File: src/rtl/key_pkg.sv
// Shared types and 50 MHz timing defaults for the KEY debounce path.
package key_pkg;

  typedef enum logic [1:0] {
    IDLE       = 2'd0,
    PRESS_WAIT = 2'd1,
    HELD       = 2'd2,
    REL_WAIT   = 2'd3
  } key_state_t;

  localparam int KEY_DEBOUNCE_20MS       = 1000000;
  localparam int KEY_REPEAT_DELAY_500MS  = 25000000;
  localparam int KEY_REPEAT_PERIOD_100MS = 5000000;

endpackage

File: src/rtl/key_sync.sv
// Two-flop synchronizer for a raw asynchronous input; both flops reset to 1
// so an active-low button reads as released out of reset.
module key_sync (
  input  logic ck,
  input  logic rs,
  input  logic d,
  output logic q
);

  logic ff1;
  logic ff2;

  always_ff @(posedge ck) begin
    if (rs) begin
      ff1 <= 1'b1;
      ff2 <= 1'b1;
    end else begin
      ff1 <= d;
      ff2 <= ff1;
    end
  end

  assign q = ff2;

endmodule

File: src/rtl/key_debounce.sv
// Debounces one active-low KEY into a clean level plus a one-cycle press tick.
// Define KEY_REPEAT_EN to add auto-repeat ticks while the key stays held.
module key_debounce
  import key_pkg::*;
#(
  parameter int DEBOUNCE_CYCLES = KEY_DEBOUNCE_20MS,
  parameter int REPEAT_DELAY    = KEY_REPEAT_DELAY_500MS,
  parameter int REPEAT_PERIOD   = KEY_REPEAT_PERIOD_100MS
) (
  input  logic ck,
  input  logic rs,
  input  logic key_n,
  output logic level,
  output logic tick
);

  localparam int CW = $clog2(DEBOUNCE_CYCLES);
  localparam logic [CW-1:0] CNT_LAST = CW'(DEBOUNCE_CYCLES - 1);

  if (DEBOUNCE_CYCLES < 2 || REPEAT_DELAY < 2 || REPEAT_PERIOD < 2) begin : g_bad_param
    $error("key_debounce: cycle parameters must be >= 2");
  end

  logic          key_q;
  logic          s;
  key_state_t    state;
  logic [CW-1:0] cnt;
  logic          rep_hit;

  key_sync u_sync (
    .ck (ck),
    .rs (rs),
    .d  (key_n),
    .q  (key_q)
  );

  assign s = ~key_q;

`ifdef KEY_REPEAT_EN
  localparam int RMAX = (REPEAT_DELAY > REPEAT_PERIOD) ? REPEAT_DELAY : REPEAT_PERIOD;
  localparam int RW   = $clog2(RMAX + 1);
  localparam logic [RW-1:0] RD_LAST = RW'(REPEAT_DELAY - 1);
  localparam logic [RW-1:0] RP_LAST = RW'(REPEAT_PERIOD - 1);

  logic [RW-1:0] rcnt;
  logic          rep;

  // rcnt runs only while steadily HELD; rep selects delay vs. period spacing.
  assign rep_hit = (state == HELD) && s && (rcnt == (rep ? RP_LAST : RD_LAST));

  always_ff @(posedge ck) begin
    if (rs || state != HELD || !s) begin
      rcnt <= '0;
      rep  <= 1'b0;
    end else if (rep_hit) begin
      rcnt <= '0;
      rep  <= 1'b1;
    end else begin
      rcnt <= rcnt + RW'(1);
    end
  end
`else
  assign rep_hit = 1'b0;
`endif

  always_ff @(posedge ck) begin
    if (rs) begin
      state <= IDLE;
      cnt   <= '0;
      level <= 1'b0;
      tick  <= 1'b0;
    end else begin
      tick <= 1'b0;
      case (state)
        IDLE: begin
          if (s) begin
            state <= PRESS_WAIT;
            cnt   <= CW'(1);
          end
        end
        PRESS_WAIT: begin
          if (!s) begin
            state <= IDLE;
          end else if (cnt == CNT_LAST) begin
            state <= HELD;
            level <= 1'b1;
            tick  <= 1'b1;
          end else begin
            cnt <= cnt + CW'(1);
          end
        end
        HELD: begin
          if (!s) begin
            state <= REL_WAIT;
            cnt   <= CW'(1);
          end else if (rep_hit) begin
            tick <= 1'b1;
          end
        end
        REL_WAIT: begin
          // A return to pressed here is release bounce: back to HELD, no tick.
          if (s) begin
            state <= HELD;
          end else if (cnt == CNT_LAST) begin
            state <= IDLE;
            level <= 1'b0;
          end else begin
            cnt <= cnt + CW'(1);
          end
        end
        default: state <= IDLE;
      endcase
    end
  end

endmodule

File: config.mk
export PLATFORM = sky130hd
export DESIGN_NAME = key_debounce
export DESIGN_NICKNAME = d
export VERILOG_FILES = /design/src/rtl/key_pkg.sv /design/src/rtl/key_sync.sv /design/src/rtl/key_debounce.sv
export SDC_FILE = /design/constraint.sdc
export NUM_CORES = 1
export LEC_CHECK = 0
export BUFFER_PORTS_ARGS = -buffer_cell sky130_fd_sc_hd__buf_4
export CORE_MARGIN = 8
export CORE_UTILIZATION = 40
export DETAILED_ROUTE_END_ITERATION = 6
export HOLD_SLACK_MARGIN = 0.08
export PLACE_DENSITY_LB_ADDON = 0.3
export SYNTH_ARGS = -nofsm -noshare
export SYNTH_HDL_FRONTEND = slang
export SYNTH_HIERARCHICAL = 1
export SYNTH_SLANG_ARGS = --single-unit
File: constraint.sdc
create_clock -name ck -period 1.7 [get_ports ck]
set_input_delay 0.255 -clock ck [delete_from_list [all_inputs] [get_ports ck]]
set_output_delay 0.255 -clock ck [all_outputs]
set_load 0.02 [all_outputs]
# Word-level counts from Yosys, hierarchy flattened
# Cells that the tools add are included.
dict set report word_totals {
  regBits 26
  input_bits 3
  output_inout_bits 2
}
dict set report classes {
  eq_ne 12
  addsub 1
  bitwise_logic 1
  n_reduce_logical 6
  n_mux 19
}
# op count
set ops {}
lappend ops {{2-to-1 mux 20 bit} 5}
lappend ops {{one-hot mux 20 bit (4 select lines)} 1}
lappend ops {{adder 20 x 1 -> 20 bit (second input constant)} 1}
lappend ops {{== test 20 bit (second input constant)} 1}
lappend ops {{2-to-1 mux 2 bit} 6}
lappend ops {{inequality test 2 bit (second input constant)} 4}
lappend ops {{one-hot mux 2 bit (4 select lines)} 1}
lappend ops {{AND reduction 4 bit} 2}
lappend ops {{2-to-1 mux 1 bit} 5}
lappend ops {{AND reduction 5 bit} 1}
lappend ops {{== test 2 bit (second input constant)} 2}
lappend ops {{inequality test 2 x 1 -> 1 bit (second input constant)} 2}
lappend ops {{inequality test 3 x 2 -> 1 bit (second input constant)} 1}
lappend ops {{inequality test 3 bit (second input constant)} 1}
lappend ops {{OR reduction 3 bit} 1}
lappend ops {{== test 2 x 1 -> 1 bit (second input constant)} 1}
lappend ops {{zero test 2 bit} 1}
lappend ops {{one-hot mux 1 bit (2 select lines)} 1}
lappend ops {{nonzero test 2 bit} 1}
lappend ops {{inverter 1 bit} 1}

# Logic depth before layout (Yosys ltp)
dict set report depth {
  depth_word 4
  ltp_mapped 7
  mapped_depth_nobuf 6
}

# By module
# The synthesis kept the hierarchy.
# module area_per_inst_um2 cells_per_inst seq_area_each_um2 instances
set modules_own_cells {}
lappend modules_own_cells {key_debounce 1262.5 144 480.5 1}
lappend modules_own_cells {key_sync 52.6 4 40.0 1}

# Worst setup path after synthesis
# Ideal clock, no wire load.
dict set report synth_path {
  kind {reg2reg}
  startpoint {reg cnt[0]}
  endpoint {reg cnt[5]}
  arrival_ns 1.673
  stages_incl_launch_ff 8
  setup_time_ns 0.075
  path_slack_ns -0.048
  cell_sequence {dfxtp_1 > ha_1 > nand3_1 > or2_2 > buf_6 > o21ai_4 > or4_1 > a31oi_1}
}
dict set report synth_via {
  elab_chain_cells 4
}
# element line
set synth_lines {}
lappend synth_lines {{from (decl)} key_debounce.sv:27} ;# logic [CW-1:0] cnt;
lappend synth_lines {{from (signal assigned)} key_debounce.sv:89} ;# cnt <= cnt + CW'(1);
lappend synth_lines {{from (signal assigned)} key_debounce.sv:108} ;# cnt <= cnt + CW'(1);
lappend synth_lines {{adder 20 x 1 -> 20 bit or == test 20 bit (tied branches)} --}
lappend synth_lines {{2-to-1 mux 20 bit *} {key_debounce.sv:84, key_debounce.sv:104}}
lappend synth_lines {{2-to-1 mux 20 bit (on tied branches)} {key_debounce.sv:102, key_debounce.sv:82}}
lappend synth_lines {{one-hot mux 20 bit (4 select lines) *} key_debounce.sv:74} ;# case (state)
# Mark *: on every way between the ends. The rest lies on a longest branch, timed or not. The select of a mux whose other input is x is not followed.
# A chain may end at the register's enable or synchronous reset.

# Final worst setup path
dict set report layout_path {
  startpoint {reg cnt[1]}
  endpoint {reg cnt[14]}
}
# The elaborated chain is that of the path after synthesis.

==> qor.yml <==
syn_nets: 152
slowest_stage: "dfxtp_1"
htreeDepth: 1
wl_um: 3140
io_pins: 5
core_area_um2: 3260
ff2ff_setup_slack_ps: -8
cts.sinks: 26
ys_seq_area_frac: 0.396
avgSynthCellArea_um2: 8.89
grt_pass1_vias: 1235
syn_inst: 148
diodes: 0
overflow: 0
firstDrtPassIters: 4
crit_type: "reg2reg"
endpoint_kind: "register"
dr_total_vias: 1199
cap_violations: 0
grt_util_all_layers: 0.126
cts_tree: "done"
critPathBufInv: 0
status: "complete, but fails checks"
clockBufferDepth: 2
cts_hold_buf: 0
synth_edf_count: 0
nNetsFinal: 176
start_util: 0.404
path_cells: "ha_1 -> nand3_2 -> nor4_2 -> nand3_1 -> or3_1 -> a21oi_1"
synth-main-ff-cell: "dfxtp_1"
maxSlewHeadroom: 0.667
timing.fmax_mhz: 585
postCtsSetupBuffers: 0
final_hold_viol_count: 0
dp_hpwl_um: 2280
die_h_um: 73.3
fin_ws_ps: -8.27
cts_root_buf: "clkbuf_4"
critical_path_arrival_ps: 1960
syn-cell-area_um2: 1320
grt_max_degree: 14
vdd_drop_max_mv: 0.465
power.density_nw_per_um2: 557
worstPathRequired_ps: 1950
routedWlPerCell_um: 14.5
post-route-period-util: 1.00
syn_to_final_growth_pct: 25.2
io_buffers: 4
rsz0062_at_grt: "yes"
violations: "setup timing"
startpoint_type: "register"
drcViolationCount: 0
clock_latency_ps: 320
report.power.total_uw: 917
min_period_ps: 1710
clk_pin_slew_ps: 130
antenna_found_initial: 0
ys_ff_latch: 26
ant_nets: 0
synthArstFlopShare: 0
grt_pass1_wl_um: 5440
drtIter0Drc: 58
drive_gt1_frac: 0.347
core.rowCount: 21
cp_max_fo: 5
fin_skew_ps: 3.59
numCtsBuffers: 3
setup_viol_count_final: 1
gp_congestion: 0.778
routed_via_density: 5.55
slew_viol_final: 0
die_area_um2: 5380
ys_types: 46
tightest_slew_ps: 495
p_leak_nw: 0.580
yosys_warnings: 6
hp-class: "in2reg"
whs_ps: 102
crit_family: "simple AND/OR/NAND/NOR gates"
critPathMaxStageDelay_ps: 360
die_w_um: 73.3
==> state kept, by name, indices dropped and copies added, names as in the netlist, named ones only <==
name / count
cnt: 20
level: 1
state: 1
tick: 1
u_sync/ff1: 1
u_sync/q: 1
==> final timing paths <==
check | from | to | cells after the start
min reg2reg | u_sync/ff1 | u_sync/q | 1
min | key_n | u_sync/ff1 | 2
max | cnt[1] | cnt[14] | 6
max reg2reg | cnt[1] | cnt[14] | 6
==> cell families (layout without fill, tap and decap cells) <==
group                      count (synthesis)  after routing  synth area share
and+or+nand+nor                           71             71             0.312
AOI/OAI and AO/OA                         31             31             0.163
DFF                                       26             26             0.396
xor gates and xnor gates                  10             10            0.0809
buffers and inverters                      8             30            0.0314
adders and majority gates                  1              1           0.00951
muxes                                      1              1           0.00761
==> per-layer routing <==
layer  track usage  part of all wire
met5             0                 0
met4        0.0421             0.011
met3        0.0341             0.035
met2         0.218              0.51
met1         0.144              0.45
==> synth_stat cells, types with 4 or more instances <==
cell type  number  area (um2)
a31oi_1         4        25.0
nand4_1         4        25.0
dfxtp_1        26         521
nand2_1        11        41.3
nor4b_1         4        35.0
o21ai_0         7        35.0
inv_1           4        15.0
or3_1           4        25.0
xor2_1          7        61.3
a21oi_1         7        35.0
nand3_1         7        35.0
nor2_1         17        63.8
nor3_1          4        20.0
==> stage by stage <==
stage          utilization  area (um2)  cells  TNS (ps)  setup WS (ps)
2_1_floorplan            -        1320    148         0           1.71
3_3_place_gp         0.468        1520    213     -44.3          -39.4
3_5_place_dp         0.468        1520    213      -197          -84.9
4_1_cts              0.484        1580    216     -18.5          -18.5
5_1_grt              0.505        1650    216      -613           -119
6_report             0.505        1650    216     -8.27          -8.27
==> placed cells by master (no fill, tap or decap), drive strengths merged, types with 2 or more instances in the layout <==
master	instances
a22oi	2
nor3	4
clkbuf	3
nor4b	4
nor2	17
or4	2
buf	23
inv	4
or3	4
o211ai	2
nand3	7
dfxtp	26
a21oi	7
nor4bb	2
a31oi	4
nor4	3
xor2	7
o21ai	8
o31ai	2
and4	2
or2	4
nand4	6
xnor2	3
and3	2
nand2	11
==> repair_timing <==
action | CTS | global route
resized for setup | 9 | 22
cloned | 0 | 0
setup endpoints to repair | 11 | 19
pin swaps | 3 | 1
==> where the power goes <==
| part | switching (mW) | internal, mW |
|---|---|---|
| Combinational | 0.0280 | 0.0202 |
| Clock | 0.175 | 0.0832 |
| Sequential | 0.00357 | 0.607 |
| Total | 0.207 | 0.711 |
==> area by class of cell <==
cell class | count | area, um2
inverters | 4 | 15.0
fillers | 334 | 1610
flip-flops and latches | 26 | 546
clock buffers | 3 | 22.5
repair buffers | 23 | 173
well taps | 46 | 57.6
multi-input cells | 114 | 833
(Power assumes the default switching activity.)
